`config.mk`:
```
export PLATFORM = sky130hd
export DESIGN_NAME = flow_stack
export DESIGN_NICKNAME = d
export VERILOG_FILES = /design/src/rtl/flow_pkg.sv /design/src/rtl/fs_en_lane.sv /design/src/rtl/flow_stack.sv
export SDC_FILE = /design/constraint.sdc
export NUM_CORES = 1
export LEC_CHECK = 0
export CAP_MARGIN = 15
export CORE_UTILIZATION = 55
export DETAILED_ROUTE_END_ITERATION = 16
export PLACE_DENSITY_LB_ADDON = 0.3
export SLEW_MARGIN = 20
export SYNTH_ARGS = -nofsm -noshare
export SYNTH_HDL_FRONTEND = slang
export SYNTH_SLANG_ARGS = --single-unit
```
`constraint.sdc`:
```
create_clock -name clk -period 4.32 [get_ports clk]
set_input_delay 0.864 -clock clk [delete_from_list [all_inputs] [get_ports clk]]
set_output_delay 0.864 -clock clk [all_outputs]
set_load 0.01 [all_outputs]
```
`src/rtl/flow_pkg.sv`:
```
// ---------------------------------------------------------------------------
// flow_pkg
//  Shared definitions for the control-flow state unit of the SIMD pipeline.
//  - fs_op_e     : 3-bit encodings of the flow operations issued by the
//                  pipeline (call/return from stage 0, enable ops from stage 2)
//  - FC_*        : fault codes reported on flow_stack.fault_code
//  - fs_fault_t  : a fault event together with its code
// ---------------------------------------------------------------------------
package flow_pkg;

   typedef enum logic [2:0] {
      FS_NOP    = 3'd0,
      FS_CALL   = 3'd1,
      FS_RET    = 3'd2,
      FS_JUMPF  = 3'd3,
      FS_ALLEN  = 3'd4,
      FS_PUSHEN = 3'd5,
      FS_POPEN  = 3'd6
   } fs_op_e;

   localparam logic [1:0] FC_CALL_OVF = 2'd0;
   localparam logic [1:0] FC_CALL_UNF = 2'd1;
   localparam logic [1:0] FC_EN_OVF   = 2'd2;
   localparam logic [1:0] FC_EN_UNF   = 2'd3;

   typedef struct packed {
      logic       hit;
      logic [1:0] code;
   } fs_fault_t;

endpackage

```
`src/rtl/fs_en_lane.sv`:
```
// ---------------------------------------------------------------------------
// fs_en_lane
//  Enable-mask stack of a single SIMD lane. Bit 0 is the lane's current
//  enable; higher bits hold the enables of the enclosing nesting levels.
//  The nesting depth counter and overflow/underflow detection are shared by
//  all lanes and therefore live in flow_stack, not here.
// Ports
//  clk       in  rising-edge clock
//  reset     in  synchronous, active-low reset (stack becomes all ones)
//  do_jumpf  in  conditional disable of the current level
//  do_allen  in  re-enable the current level
//  do_push   in  open a new nesting level (copy of current enable)
//  do_pop    in  close the current nesting level (refill with 1)
//  cond      in  this lane's JUMPF condition (1 = disable)
//  en        out current enable bit (bit 0 of the stack)
// ---------------------------------------------------------------------------
module fs_en_lane #(
   parameter int EDEPTH       = 32,
   parameter int NESTED_ALLEN = 0
) (
   input  logic clk,
   input  logic reset,
   input  logic do_jumpf,
   input  logic do_allen,
   input  logic do_push,
   input  logic do_pop,
   input  logic cond,
   output logic en
);

   logic [EDEPTH-1:0] stack;
   logic [EDEPTH-1:0] stack_nxt;

   // Next-stack selection. The decoder in flow_stack guarantees at most one
   // of the strobes is active per cycle. In nested mode ALLEN restores the
   // enable of the enclosing level instead of forcing the lane on, so lanes
   // disabled outside the current block stay disabled.
   always_comb begin
      stack_nxt = stack;
      if (do_jumpf) begin
         if (cond) begin
            stack_nxt[0] = 1'b0;
         end
      end else if (do_allen) begin
         stack_nxt[0] = (NESTED_ALLEN != 0) ? stack[1] : 1'b1;
      end else if (do_push) begin
         stack_nxt = {stack[EDEPTH-2:0], stack[0]};
      end else if (do_pop) begin
         stack_nxt = {1'b1, stack[EDEPTH-1:1]};
      end
   end

   // Stack register; reset enables every level.
   always_ff @(posedge clk) begin
      if (!reset) begin
         stack <= '1;
      end else begin
         stack <= stack_nxt;
      end
   end

   assign en = stack[0];

endmodule

```
`src/rtl/flow_stack.sv`:
```
// ---------------------------------------------------------------------------
// flow_stack
//  Control-flow state unit of the pipelined SIMD processor: circular
//  call/return stack plus one enable-mask stack per lane, with occupancy
//  counters, overflow/underflow detection and a sticky fault report.
// Ports
//  clk         in   rising-edge clock
//  reset       in   synchronous, active-low reset (wins over any op)
//  op_valid    in   apply op this cycle
//  op          in   flow operation (flow_pkg::fs_op_e encoding)
//  call_pc     in   address pushed on CALL
//  cond        in   per-lane JUMPF condition (1 = disable lane)
//  ret_target  out  top entry + RET_OFFSET, RET_OFFSET when empty (comb.)
//  en          out  current enable bit of each lane
//  any_en      out  OR of en
//  call_depth  out  call-stack occupancy
//  en_depth    out  enable nesting level, shared by all lanes
//  fault       out  sticky fault flag
//  fault_code  out  code of the first fault since reset
// ---------------------------------------------------------------------------
module flow_stack
   import flow_pkg::*;
#(
   parameter int AW           = 16,
   parameter int CDEPTH       = 4,
   parameter int LANES        = 1,
   parameter int EDEPTH       = 32,
   parameter int RET_OFFSET   = 2,
   parameter int NESTED_ALLEN = 0
) (
   input  logic                          clk,
   input  logic                          reset,
   input  logic                          op_valid,
   input  logic [2:0]                    op,
   input  logic [AW-1:0]                 call_pc,
   input  logic [LANES-1:0]              cond,
   output logic [AW-1:0]                 ret_target,
   output logic [LANES-1:0]              en,
   output logic                          any_en,
   output logic [$clog2(CDEPTH+1)-1:0]   call_depth,
   output logic [$clog2(EDEPTH+1)-1:0]   en_depth,
   output logic                          fault,
   output logic [1:0]                    fault_code
);

   localparam int CDW = $clog2(CDEPTH + 1);
   localparam int EDW = $clog2(EDEPTH + 1);
   localparam int PW  = (CDEPTH > 1) ? $clog2(CDEPTH) : 1;

   localparam logic [CDW-1:0] CALL_FULL = CDW'(CDEPTH);
   localparam logic [EDW-1:0] EN_TOP    = EDW'(EDEPTH - 1);
   localparam logic [PW-1:0]  PTR_LAST  = PW'(CDEPTH - 1);
   localparam logic [AW-1:0]  OFFSET    = AW'(RET_OFFSET);

   logic          do_call;
   logic          do_ret;
   logic          do_jumpf;
   logic          do_allen;
   logic          do_push;
   logic          do_pop;

   logic [AW-1:0] entries [CDEPTH];
   logic [PW-1:0] ptr;
   logic [PW-1:0] ptr_inc;
   logic [PW-1:0] ptr_dec;

   logic          call_ovf;
   logic          call_unf;
   logic          en_ovf;
   logic          en_unf;
   fs_fault_t     fault_evt;

   // Op decode: exactly one strobe (or none) per cycle. Unused encodings
   // fall through to the default and act as NOP.
   always_comb begin
      do_call  = 1'b0;
      do_ret   = 1'b0;
      do_jumpf = 1'b0;
      do_allen = 1'b0;
      do_push  = 1'b0;
      do_pop   = 1'b0;
      if (op_valid) begin
         case (op)
            FS_CALL:   do_call  = 1'b1;
            FS_RET:    do_ret   = 1'b1;
            FS_JUMPF:  do_jumpf = 1'b1;
            FS_ALLEN:  do_allen = 1'b1;
            FS_PUSHEN: do_push  = 1'b1;
            FS_POPEN:  do_pop   = 1'b1;
            default:   ;
         endcase
      end
   end

   // Circular pointer arithmetic modulo CDEPTH, which need not be a power
   // of two. ptr always names the slot the next CALL writes, so the top of
   // stack sits one slot below it.
   always_comb begin
      ptr_inc = (ptr == PTR_LAST) ? '0 : ptr + PW'(1);
      ptr_dec = (ptr == '0) ? PTR_LAST : ptr - PW'(1);
   end

   // Return address is presented combinationally so the RET issued in
   // stage 0 can redirect fetch in the same cycle.
   always_comb begin
      if (call_depth == '0) begin
         ret_target = OFFSET;
      end else begin
         ret_target = entries[ptr_dec] + OFFSET;
      end
   end

   // Boundary detection. Only one op is active per cycle, so at most one
   // event fires and the priority order below never actually arbitrates.
   always_comb begin
      call_ovf = do_call && (call_depth == CALL_FULL);
      call_unf = do_ret  && (call_depth == '0);
      en_ovf   = do_push && (en_depth == EN_TOP);
      en_unf   = do_pop  && (en_depth == '0);
      fault_evt.hit  = call_ovf | call_unf | en_ovf | en_unf;
      fault_evt.code = FC_CALL_OVF;
      if (call_unf) begin
         fault_evt.code = FC_CALL_UNF;
      end else if (en_ovf) begin
         fault_evt.code = FC_EN_OVF;
      end else if (en_unf) begin
         fault_evt.code = FC_EN_UNF;
      end
   end

   // Call-stack storage. A CALL on a full stack lands on the oldest entry,
   // because the circular pointer has wrapped around onto it.
   always_ff @(posedge clk) begin
      if (!reset) begin
         for (int i = 0; i < CDEPTH; i++) begin
            entries[i] <= '0;
         end
      end else if (do_call) begin
         entries[ptr] <= call_pc;
      end
   end

   // Call pointer and occupancy. Depth saturates at CDEPTH on overflow;
   // a RET on an empty stack leaves everything untouched.
   always_ff @(posedge clk) begin
      if (!reset) begin
         ptr        <= '0;
         call_depth <= '0;
      end else if (do_call) begin
         ptr <= ptr_inc;
         if (!call_ovf) begin
            call_depth <= call_depth + CDW'(1);
         end
      end else if (do_ret && !call_unf) begin
         ptr        <= ptr_dec;
         call_depth <= call_depth - CDW'(1);
      end
   end

   // Shared enable nesting counter. The lane stacks still shift on an
   // overflowing push or underflowing pop; only the counter holds.
   always_ff @(posedge clk) begin
      if (!reset) begin
         en_depth <= '0;
      end else if (do_push && !en_ovf) begin
         en_depth <= en_depth + EDW'(1);
      end else if (do_pop && !en_unf) begin
         en_depth <= en_depth - EDW'(1);
      end
   end

   // Sticky fault: the first event since reset fixes the code, later
   // events are ignored until the next reset.
   always_ff @(posedge clk) begin
      if (!reset) begin
         fault      <= 1'b0;
         fault_code <= FC_CALL_OVF;
      end else if (fault_evt.hit && !fault) begin
         fault      <= 1'b1;
         fault_code <= fault_evt.code;
      end
   end

   // One enable stack per lane, all driven by the same decoded strobes.
   for (genvar g = 0; g < LANES; g++) begin : g_lane
      fs_en_lane #(
         .EDEPTH       (EDEPTH),
         .NESTED_ALLEN (NESTED_ALLEN)
      ) u_lane (
         .clk      (clk),
         .reset    (reset),
         .do_jumpf (do_jumpf),
         .do_allen (do_allen),
         .do_push  (do_push),
         .do_pop   (do_pop),
         .cond     (cond[g]),
         .en       (en[g])
      );
   end

   assign any_en = |en;

endmodule

```
==> summary.txt <==
Outcome
  • Status: finished clean

STA
  • Fmax: 240.5 MHz
  • Clock skew: 0.01371 ns
  • Final min period: 4.157 ns
  • Final Hold Viols: 0
  • Tcrit/Tclk final: 0.9624
  • Max Slew Vio Count: 0
  • Setup_tns: 0 ns
  • Worst Tran Pin Value: 0.7254 ns
  • RSZ-0062 raised after global routing: false
  • Final worst slack: 0.1626 ns
  • Max_slew headroom: 0.5100
  • Final setup fails: 0

Worst hold path
  • Worst Hold Class: reg -> reg
  • Hold path startpoint: en_depth[5]

Clock network
  • Clock sinks: 110
  • CTS HTree Levels: 3
  • Clock buffer depth: 2
  • Hold Buf Count CTS: 0
  • CTS tree: built
  • CTS Buf Count: 9
  • CTS root buf: clkbuf_8
  • Worst skew pair latency: 0.39 ns
  • Worst-path clk slew: 0.11 ns

Logic synthesis
  • Main synth FF type: edfxtp_1
  • Syn Std Cell Area: 5548 um2
  • Synth Area in Compound Gates: 0.07961
  • Post-Synth Adder-Cell Area: 0.01263
  • Seq cells post-synth: 110
  • Synth Area in Simple Gates: 0.2648
  • XOR/XNOR share of the synthesized area: 0.02210
  • Ys Warns: 0
  • Synth top area cells: edfxtp_1, dfxtp_1, nand2_1
  • Post-synth EDFFs: 64
  • Async SR Flop Fraction: 0
  • Syn nets: 573
  • Mux share of post-synthesis cell area: 0.07488
  • Largest area contributor in the netlist: edfxtp_1
  • Syn Area/Cell: 10.18 um2
  • Top-area cell type share of the netlist area: 0.3464
  • Post-synthesis cell type count: 53
  • Largest family of logic cells by synthesized area: simple AND/OR/NAND/NOR gates
  • Syn Inst Count: 545
  • Register area share after synthesis: 0.5124

Setup path
  • Crit path kind: reg -> out
  • Reg2reg setup slack: 1.96 ns
  • Crit-path max FO: 9
  • Reg2reg start: en_depth[0]
  • Critical path startpoint: ptr[1]
  • Arr. time, crit path: 3.29 ns
  • Worst-case reg-to-reg path depth: 9
  • CP startpoint kind: flip-flop
  • RR Endpoint: en_depth[2]
  • CP required: 3.46 ns
  • CP endpoint: ret_target[15]
  • Setup crit end kind: output port

Power and ir drop
  • Power Density: 306.4 nW/um2
  • VDD IR max: 173.4 uV
  • Leakage: 2.514 nW

Place
  • Hpwl dp: 7589 um
  • PortBufs: 52
  • Dpl ws: 0.2991 ns
  • GP Congestion: 0.8370

Global route
  • Grt ovf: 0
  • GRT Total Usage: 0.2302
  • Initial antenna violation count: 0
  • Vias in the first global route: 3864
  • Largest net degree at the start of global routing: 64
  • Global-route wire length before repair: 18340 um

Finish
  • Most frequent cells in the layout: nand2_1, edfxtp_1, and2_1
  • Leading cell type in the layout, fill and taps excluded: nand2_1
  • Final nets: 621
  • Layout Area Growth over Synthesis: 15.52%
  • FILL cells: 786
  • Layout cells sized above 1: 0.1087
  • Total inserted antenna cells: 0

Detailed routing
  • DRT iter0 DRCs: 169
  • Remaining DRCs: 0
  • Wirelength per Cell: 15.33 um
  • Final WL: 11210 um
  • ANT nets after route: 0
  • DR pass1 iterations: 4
  • DR vias: 4081
  • Routed vias/inst: 5.583

Floorplanning
  • Initial Util: 0.5676
  • Die Wd: 102.4 um
  • Row cnt: 36
  • Die Footprint: 10490 um2
  • Core Box Area: 9774 um2
  • DIE HEIGHT: 102.4 um
  • I/O Pins: 53

Job
  • Max Cap Viol: 0
final cells by class:
class,count,area [um2],area share
flip-flops and latches,110,2844,0.4438
well taps,133,166.4,0.02597
clock inverters,7,62.56,0.009762
multi-input cells,393,2512,0.3920
clock buffers,9,123.9,0.01933
inverters,6,22.52,0.003514
repair buffers,73,676.9,0.1056
per-layer routing:
metal | up-vias | share of wire | track usage
li1 | 2021 | - | -
met1 | 1953 | 0.44 | 0.2877
met2 | 91 | 0.51 | 0.3979
met3 | 16 | 0.038 | 0.03215
met4 | 0 | 0.018 | 0.1011
met5 | - | 0 | 0
synthesized netlist by cell type (all sizes together) (9+ instances only):
master	instances
nand2	108
edfxtp	64
and2	55
dfxtp	46
o21ai	40
nand3	38
clkbuf	33
nor2	28
and3	20
mux4	16
a21oi	12
nor3	9
xnor2	9
through the flow:
stage               utilization  hold slack (ns)  instances  power, mW  cell area, um2
floorplan                     -           0.4414        545      1.303            5548
global placement         0.6334           0.4536        710      1.376            6191
detailed placement       0.6334           0.4675        710      1.385            6191
CTS                      0.6546           0.4944        729      1.970            6399
global route             0.6557           0.5197        731      2.033            6409
finish                   0.6557           0.4897        731      1.964            6409
critical path: stages, from the launching register on:
cell and delay [ns]:
dfxtp_1 0.43, inv_1 0.11, ha_1 0.23, nor2b_4 0.24
buf_6 0.21, mux4_1 0.66, nand3_1 0.18, nor2_1 0.07
a31oi_1 0.13, a41o_1 0.11, clkdlybuf4s50_1 0.53
cells by family after synthesis:
group,Yosys count
and+or+nand+nor,285
AOI/OAI and AO/OA,72
buffers and inverters,42
xor gates and xnor gates,14
adders and majority gates,5
muxes,17
DFF,110
where the power goes:
part	leakage, nW	total (mW)	internal [mW]	switching, mW
logic	1.37	0.200	0.0909	0.109
clock network	0.0980	0.600	0.223	0.377
registers	1.04	1.16	1.14	0.0212
worst min path at each step:
stage          slack, ns  cells past startpoint                    endpoint
2_1_floorplan       0.44                      2  g_lane[0].u_lane.stack[31]
4_1_cts             0.49                      2  g_lane[0].u_lane.stack[31]
5_1_grt             0.52                      2  g_lane[0].u_lane.stack[31]
3_5_place_dp        0.47                      2  g_lane[0].u_lane.stack[31]
6_report            0.49                      2                 en_depth[5]
3_3_place_gp        0.45                      2  g_lane[0].u_lane.stack[31]
sequential cells by signal, summed over array words and instances, names as in the netlist:
register and flops:
fault 1, entries 64, fault_code 2, g_lane.u_lane.stack 32, ptr 2, en_depth 6, call_depth 3
timing repair:
item / CTS / global route
resized for setup: 2 / 7
setup endpoints to repair: 9 / 10
setup buffers: 3 / 2
cloned: 0 / 0
pin swaps: 0 / 0
Note: power is estimated with default switching activity, not from simulation.
